**src/rtl/button_debouncer.sv**
```systemverilog
// Push-button conditioner: polarity normalisation, 2-flop synchroniser, debounce FSM
// and registered press / release / long-press strobes for the LED sequencers.
module button_debouncer #(
    parameter int DEBOUNCE_CYCLES   = 2_000_000,
    parameter int LONG_PRESS_CYCLES = 100_000_000,
    parameter bit BTN_ACTIVE_LOW    = 1'b0
) (
    input  logic clk,
    input  logic rst_n,
    input  logic btn_in,
    output logic btn_level,
    output logic press_pulse,
    output logic release_pulse,
    output logic long_press_pulse,
    output logic held_long
);

    localparam int DW = $clog2(DEBOUNCE_CYCLES);
    localparam int HW = $clog2(LONG_PRESS_CYCLES + 1);

    localparam logic [DW-1:0] DB_LAST   = DW'(DEBOUNCE_CYCLES - 1);
    localparam logic [HW-1:0] HOLD_LAST = HW'(LONG_PRESS_CYCLES - 1);
    localparam logic [HW-1:0] HOLD_MAX  = HW'(LONG_PRESS_CYCLES);

    typedef enum logic [1:0] {
        IDLE,
        PRESS_WAIT,
        PRESSED,
        RELEASE_WAIT
    } state_t;

    state_t        state;
    logic [DW-1:0] db_cnt;
    logic [HW-1:0] hold_cnt;
    logic          btn_norm;
    logic          sync_meta;
    logic          sync_out;
    logic          holding;
    logic          hold_hit;

    assign btn_norm = btn_in ^ BTN_ACTIVE_LOW;

    always_ff @(posedge clk or negedge rst_n) begin
        if (!rst_n) begin
            sync_meta <= 1'b0;
            sync_out  <= 1'b0;
        end else begin
            sync_meta <= btn_norm;
            sync_out  <= sync_meta;
        end
    end

    // The hold counter runs in both pressed states so a release bounce cannot delay the long press.
    assign holding  = (state == PRESSED) || (state == RELEASE_WAIT);
    assign hold_hit = holding && (hold_cnt == HOLD_LAST);

    always_ff @(posedge clk or negedge rst_n) begin
        if (!rst_n) begin
            state            <= IDLE;
            db_cnt           <= '0;
            hold_cnt         <= '0;
            btn_level        <= 1'b0;
            press_pulse      <= 1'b0;
            release_pulse    <= 1'b0;
            long_press_pulse <= 1'b0;
            held_long        <= 1'b0;
        end else begin
            press_pulse      <= 1'b0;
            release_pulse    <= 1'b0;
            long_press_pulse <= 1'b0;

            if (holding && (hold_cnt != HOLD_MAX)) begin
                hold_cnt <= hold_cnt + HW'(1);
            end
            if (hold_hit) begin
                long_press_pulse <= 1'b1;
                held_long        <= 1'b1;
            end

            case (state)
                IDLE: begin
                    if (sync_out) begin
                        state  <= PRESS_WAIT;
                        db_cnt <= '0;
                    end
                end

                PRESS_WAIT: begin
                    if (!sync_out) begin
                        state  <= IDLE;
                        db_cnt <= '0;
                    end else if (db_cnt == DB_LAST) begin
                        state       <= PRESSED;
                        btn_level   <= 1'b1;
                        press_pulse <= 1'b1;
                        hold_cnt    <= '0;
                    end else begin
                        db_cnt <= db_cnt + DW'(1);
                    end
                end

                PRESSED: begin
                    if (!sync_out) begin
                        state  <= RELEASE_WAIT;
                        db_cnt <= '0;
                    end
                end

                RELEASE_WAIT: begin
                    if (sync_out) begin
                        state <= PRESSED;
                    end else if (db_cnt == DB_LAST) begin
                        // A release landing on the long-press edge is held off one cycle so strobes never overlap.
                        if (!hold_hit) begin
                            state         <= IDLE;
                            btn_level     <= 1'b0;
                            held_long     <= 1'b0;
                            release_pulse <= 1'b1;
                            hold_cnt      <= '0;
                        end
                    end else begin
                        db_cnt <= db_cnt + DW'(1);
                    end
                end

                default: begin
                    state <= IDLE;
                end
            endcase
        end
    end

endmodule

```
**config.mk**
```make
export PLATFORM = sky130hd
export DESIGN_NAME = button_debouncer
export DESIGN_NICKNAME = d
export VERILOG_FILES = /design/src/rtl/button_debouncer.sv
export SDC_FILE = /design/constraint.sdc
export NUM_CORES = 1
export LEC_CHECK = 0
export CORE_ASPECT_RATIO = 0.6
export CORE_MARGIN = 2
export CORE_UTILIZATION = 68
export CTS_CLUSTER_SIZE = 10
export DETAILED_ROUTE_END_ITERATION = 10
export DONT_BUFFER_PORTS = 1
export GPL_ROUTABILITY_DRIVEN = 1
export PLACE_DENSITY = 0.87
export SLEW_MARGIN = 20
export SYNTH_ARGS = -nofsm -noshare
export SYNTH_HDL_FRONTEND = slang
export SYNTH_SLANG_ARGS = --single-unit
```
**constraint.sdc**
```tcl
create_clock -name clk -period 5.85 [get_ports clk]
set_input_delay 0.585 -clock clk [delete_from_list [all_inputs] [get_ports clk]]
set_output_delay 0.585 -clock clk [all_outputs]
set_load 0.01 [all_outputs]
```
* After elaboration in Yosys (flattened, before gate mapping) *
Cells that the tools add are included.

storage, ports and cells
  bits in registers = 57
  input port bits = 3
  word-level logic and storage cells = 76

cells by class
  $add $sub $neg = 2
  equality and inequality tests = 16
  muxes and demuxes = 40
  reduce and logical (&&, ||, !) cells = 8

operators by type and width
  kind                                                             count
  27-bit two-way mux                                               6
  21-bit two-way mux                                               5
  21-bit case mux with 4 select lines                              1
  27-bit case mux with 2 select lines                              1
  27-bit by 1-bit adder with 27-bit output, second input constant  1
  27-bit == test, second input constant                            1
  27-bit != test, second input constant                            1
  21-bit by 1-bit adder with 21-bit output, second input constant  1
  21-bit == test, second input constant                            1
  1-bit two-way mux                                                18
  2-bit two-way mux                                                7
  2-bit != test, second input constant                             6
  2-bit case mux with 4 select lines                               1
  3-bit != test, second input constant                             2
  6-bit AND reduction                                              1
  5-bit AND reduction                                              1
  2-bit == test, second input constant                             2
  3-bit by 2-bit != test with 1-bit output, second input constant  1
  3-bit AND reduction                                              1
  2-bit by 1-bit == test with 1-bit output, second input constant  1
  1-bit logical AND                                                2
  2-bit logical NOT                                                1
  2-bit by 1-bit != test with 1-bit output, second input constant  1
  1-bit case mux with 2 select lines                               1
  other kinds (2)                                                  2

* Logic depth before layout (Yosys ltp) *
  depth after elaboration = 8
  mapped depth = 7
  depth with buffers taken out = 7

* Least setup slack after synthesis *
Ideal clock, no wire load.

  path kind = reg2reg
  start point = register db_cnt[7]
  end point = register btn_level
  library setup time = 0.124 ns
  data arrival time = 2.113 ns
  data required time = 5.726 ns
  slack = 3.613 ns
  stages on the path, launching flop included = 7
  buffers on the path = 1
  clock period less this slack = 2.237 ns
  path through = dfrtp_1 > or4b_1 > or4_1 > buf_6 > nor3_4 > nand2_2 > a211o_1

on the way
  longest elaborated chain between the ends = 3

RTL lines
  what                                                                                        RTL line  text
  start, declared                                                                             33        logic [DW-1:0] db_cnt;
  start signal, assigned                                                                      98        db_cnt <= db_cnt + DW'(1);
  start signal, assigned                                                                      122       db_cnt <= db_cnt + DW'(1);
  21-bit == test *                                                                            92, 112
  2-bit != test (no line) / 2-bit by 1-bit != test with 1-bit output (equally long branches)  -
  6-bit AND reduction (no line) *                                                             -
  end signal, assigned                                                                        62        btn_level <= 1'b0;
  end signal, assigned                                                                        94        btn_level <= 1'b1;
  end signal, assigned                                                                        116       btn_level <= 1'b0;
  end, declared                                                                               11        output logic btn_level,

Mark *: on every way between the ends. The rest lies on a longest branch, timed or not.
A chain may end at the register's enable or synchronous reset.

* Worst setup path in the final report *
  start point = register db_cnt[7]
  end point = register hold_cnt[7]

on the way
  longest elaborated chain between the ends = 4

RTL lines
  what                                          RTL line  text
  21-bit == test *                              92, 112
  27-bit two-way mux, on equally long branches  112, 92
  27-bit two-way mux, on equally long branches  110, 89
  27-bit case mux with 2 select lines *         80        case (state)
  end signal, assigned                          73        hold_cnt <= hold_cnt + HW'(1);
  end, declared                                 34        logic [HW-1:0] hold_cnt;

Marked as above.

==> impl_metrics.tcl <==
set metrics [dict create \
    hold_path.class "in -> async" \
    netlist_instances 328 \
    drive_gt1_frac 0.08108 \
    cp.required_ns 6.04 \
    timing.rr.end "hold_cnt[7]$_DFF_PN0_" \
    layout_commonest_cell "dfrtp_1" \
    synth-edff-count 0 \
    initial_core_util 0.7264 \
    root_buffer "clkbuf_8" \
    clkSinkCount 57 \
    placementRows 18 \
    fmax_mhz 370.6 \
    worstMarginPinSlew_ns 0.7729 \
    synth_nets 334 \
    worst_clock_skew_ns 0.01156 \
    drv_slew 0 \
    dr.first_iter.drc_count 392 \
    gr-total-overflow 0 \
    syn_area_um2 3075 \
    grt_pass1_vias 2371 \
    area_growth_pct 8.096 \
    critPathLaunchType "flop" \
    status "finished, final reports clean" \
    yosysTopAreaCell "dfrtp_1" \
    die_w_um 90.82 \
    nets 334 \
    worstSetupPathType "reg -> reg" \
    timing.rr.start "db_cnt[7]$_DFFE_PN0P_" \
    hold_violations 0 \
    dr.pass1.iters 6 \
    cap_violations 0 \
    grt_pass1_wl_mm 11.99 \
    vias 2591 \
    antennaDiodeCount 0 \
    setup_violations 0 \
    synthArstFlopShare 1.000 \
    antenna_found_initial 0 \
    grt_usage 0.3038 \
    place.gp.congestion 0.9430 \
    grt_max_degree 58 \
    crit_fanout 27 \
    drc_errors 0 \
    period_minus_slack_ns 2.698 \
    port-buffer-count 0 \
    cts_buffer_depth 2 \
    layout_setup_ws_ns 3.152 \
    synth_area_leaders "dfrtp_1 (46%), xnor2_1 (7.4%), nor2_1 (6.2%)" \
    rr_worst_depth 5 \
    r2r_slack_ns 3.15 \
    yosysSeqAreaShare 0.4638 \
    cts_tree "yes" \
    wl_mm 7.092 \
    cts_buffers 9 \
    ir_drop_v 0.0001726 \
    leakage_uw 0.001354 \
    cp.arrival_ns 2.88 \
    syn-mean-instance-area_um2 9.376 \
    fin_tns_setup_ns 0 \
    io-pin-count 8 \
    critPathCaptureType "flop" \
    post-place-ws_ns 3.268 \
    fillCellCount 302 \
    layout.cells.most_common_list "dfrtp_1 (57), nor2_1 (51), nand2_1 (28), xnor2_1 (26), nor4_1 (15)" \
    synth.distinct_cells 50 \
    antenna_left 0 \
    h-tree-depth 3 \
    synthFlopType "dfrtp_1" \
    yosys.area.top_type_share 0.4638 \
    core_area_um2 4234 \
    ys_ff_latch 57 \
    die_y_um 56.09 \
    post_drt_wl_per_cell_um 18.05 \
    startpoint "db_cnt[7]$_DFFE_PN0P_" \
    rsz0062_at_grt "no" \
    dp_hpwl_mm 4.798 \
    viasPerCell 6.593 \
    period_share 0.4613 \
    insertion_delay_ns 0.34 \
    clk_pin_slew_ns 0.07 \
    dieArea_um2 5094 \
    fin_util 0.7852 \
    power_density_nw_per_um2 240.0 \
    yosys_warnings 0 \
    maxSlewHeadroom 0.4847 \
]
per-layer routing:
metal	track usage	vias up	wire, um
li1	-	1181	-
met4	0.07143	0	102
met5	0	-	0
met1	0.4667	1246	3368
met3	0.1030	15	705
met2	0.4115	149	2915
repair_timing:
action | CTS | global route
buffers inserted | 0 | 0
gates resized for setup | 0 | 0
endpoints found under the hold margin | 57 | 0
hold buffers | 1 | 0
through the flow:
stage | power [uW] | instances | hold WS [ns] | cell area [um2]
5_1_grt | 824.0 | 393 | 0.1001 | 3324
3_3_place_gp | 432.7 | 376 | 0.2907 | 3094
6_report | 798.0 | 393 | 0.1012 | 3324
3_5_place_dp | 434.6 | 376 | 0.2901 | 3102
4_1_cts | 801.8 | 393 | 0.1029 | 3324
2_1_floorplan | 427.8 | 328 | 0.2894 | 3075
worst max-delay path by stage:
stage | endpoint | slack [ns] | cells after the start
floorplan | btn_level$_DFFE_PN0P_ | 3.61 | 6
global placement | hold_cnt[22]$_DFF_PN0_ | 3.08 | 5
finish | hold_cnt[7]$_DFF_PN0_ | 3.15 | 5
CTS | hold_cnt[7]$_DFF_PN0_ | 3.19 | 5
global route | hold_cnt[4]$_DFF_PN0_ | 3.02 | 5
detailed placement | hold_cnt[7]$_DFF_PN0_ | 3.27 | 5
sequential cells by signal, summed over array words and instances, names as in the netlist, named ones only:
register	flops
db_cnt	21
held_long	1
long_press_pulse	1
release_pulse	1
sync_meta	1
press_pulse	1
sync_out	1
hold_cnt	27
btn_level	1
state	1
power by group:
group	switching (uW)	leakage (uW)	internal, uW
clock	166	0.0000912	195
sequential	5.38	0.000788	398
combinational	22.2	0.000475	11.0
total	193	0.00135	605
kinds of logic (layout without fill, tap and decap cells):
kind of cell / Yosys count / count (layout) / share of synthesized area
simple gates: 165 / 165 / 0.2791
flops: 57 / 57 / 0.4638
compound gates: 42 / 42 / 0.09683
buf+inv: 20 / 25 / 0.02929
fa+ha+maj: 3 / 3 / 0.01221
mux: 4 / 4 / 0.01343
xor+xnor: 37 / 37 / 0.1054
cells in the mapped netlist, types with 4 or more instances:
| cell | count |
|---|---|
| o31ai_1 | 4 |
| xnor2_1 | 26 |
| nor4_1 | 15 |
| nand4_1 | 12 |
| or3_1 | 4 |
| or4_1 | 5 |
| o21ai_0 | 6 |
| a21oi_1 | 6 |
| xor2_1 | 11 |
| nor2_1 | 51 |
| dfrtp_1 | 57 |
| nor3_1 | 14 |
| clkbuf_1 | 9 |
| nand3_1 | 10 |
| nand2_1 | 28 |
| inv_1 | 7 |
| and3_1 | 5 |
worst max-delay path, cell delays in order, from the launching register on:
cell	delay, ns
dfrtp_1	0.42
or4b_1	0.58
nor4_1	0.48
nand3_1	0.27
a21oi_4	0.65
nor2_1	0.15
area by class of cell:
type,instances,area (um2),area share
Multi-Input combinational cell,251,1567,0.4712
Tap cell,60,75.07,0.02258
Clock buffer,9,123.9,0.03726
Inverter,7,26.28,0.007904
Clock inverter,7,71.32,0.02145
Timing Repair Buffer,2,35.03,0.01054
Sequential cell,57,1426,0.4291
(Power assumes the default switching activity.)
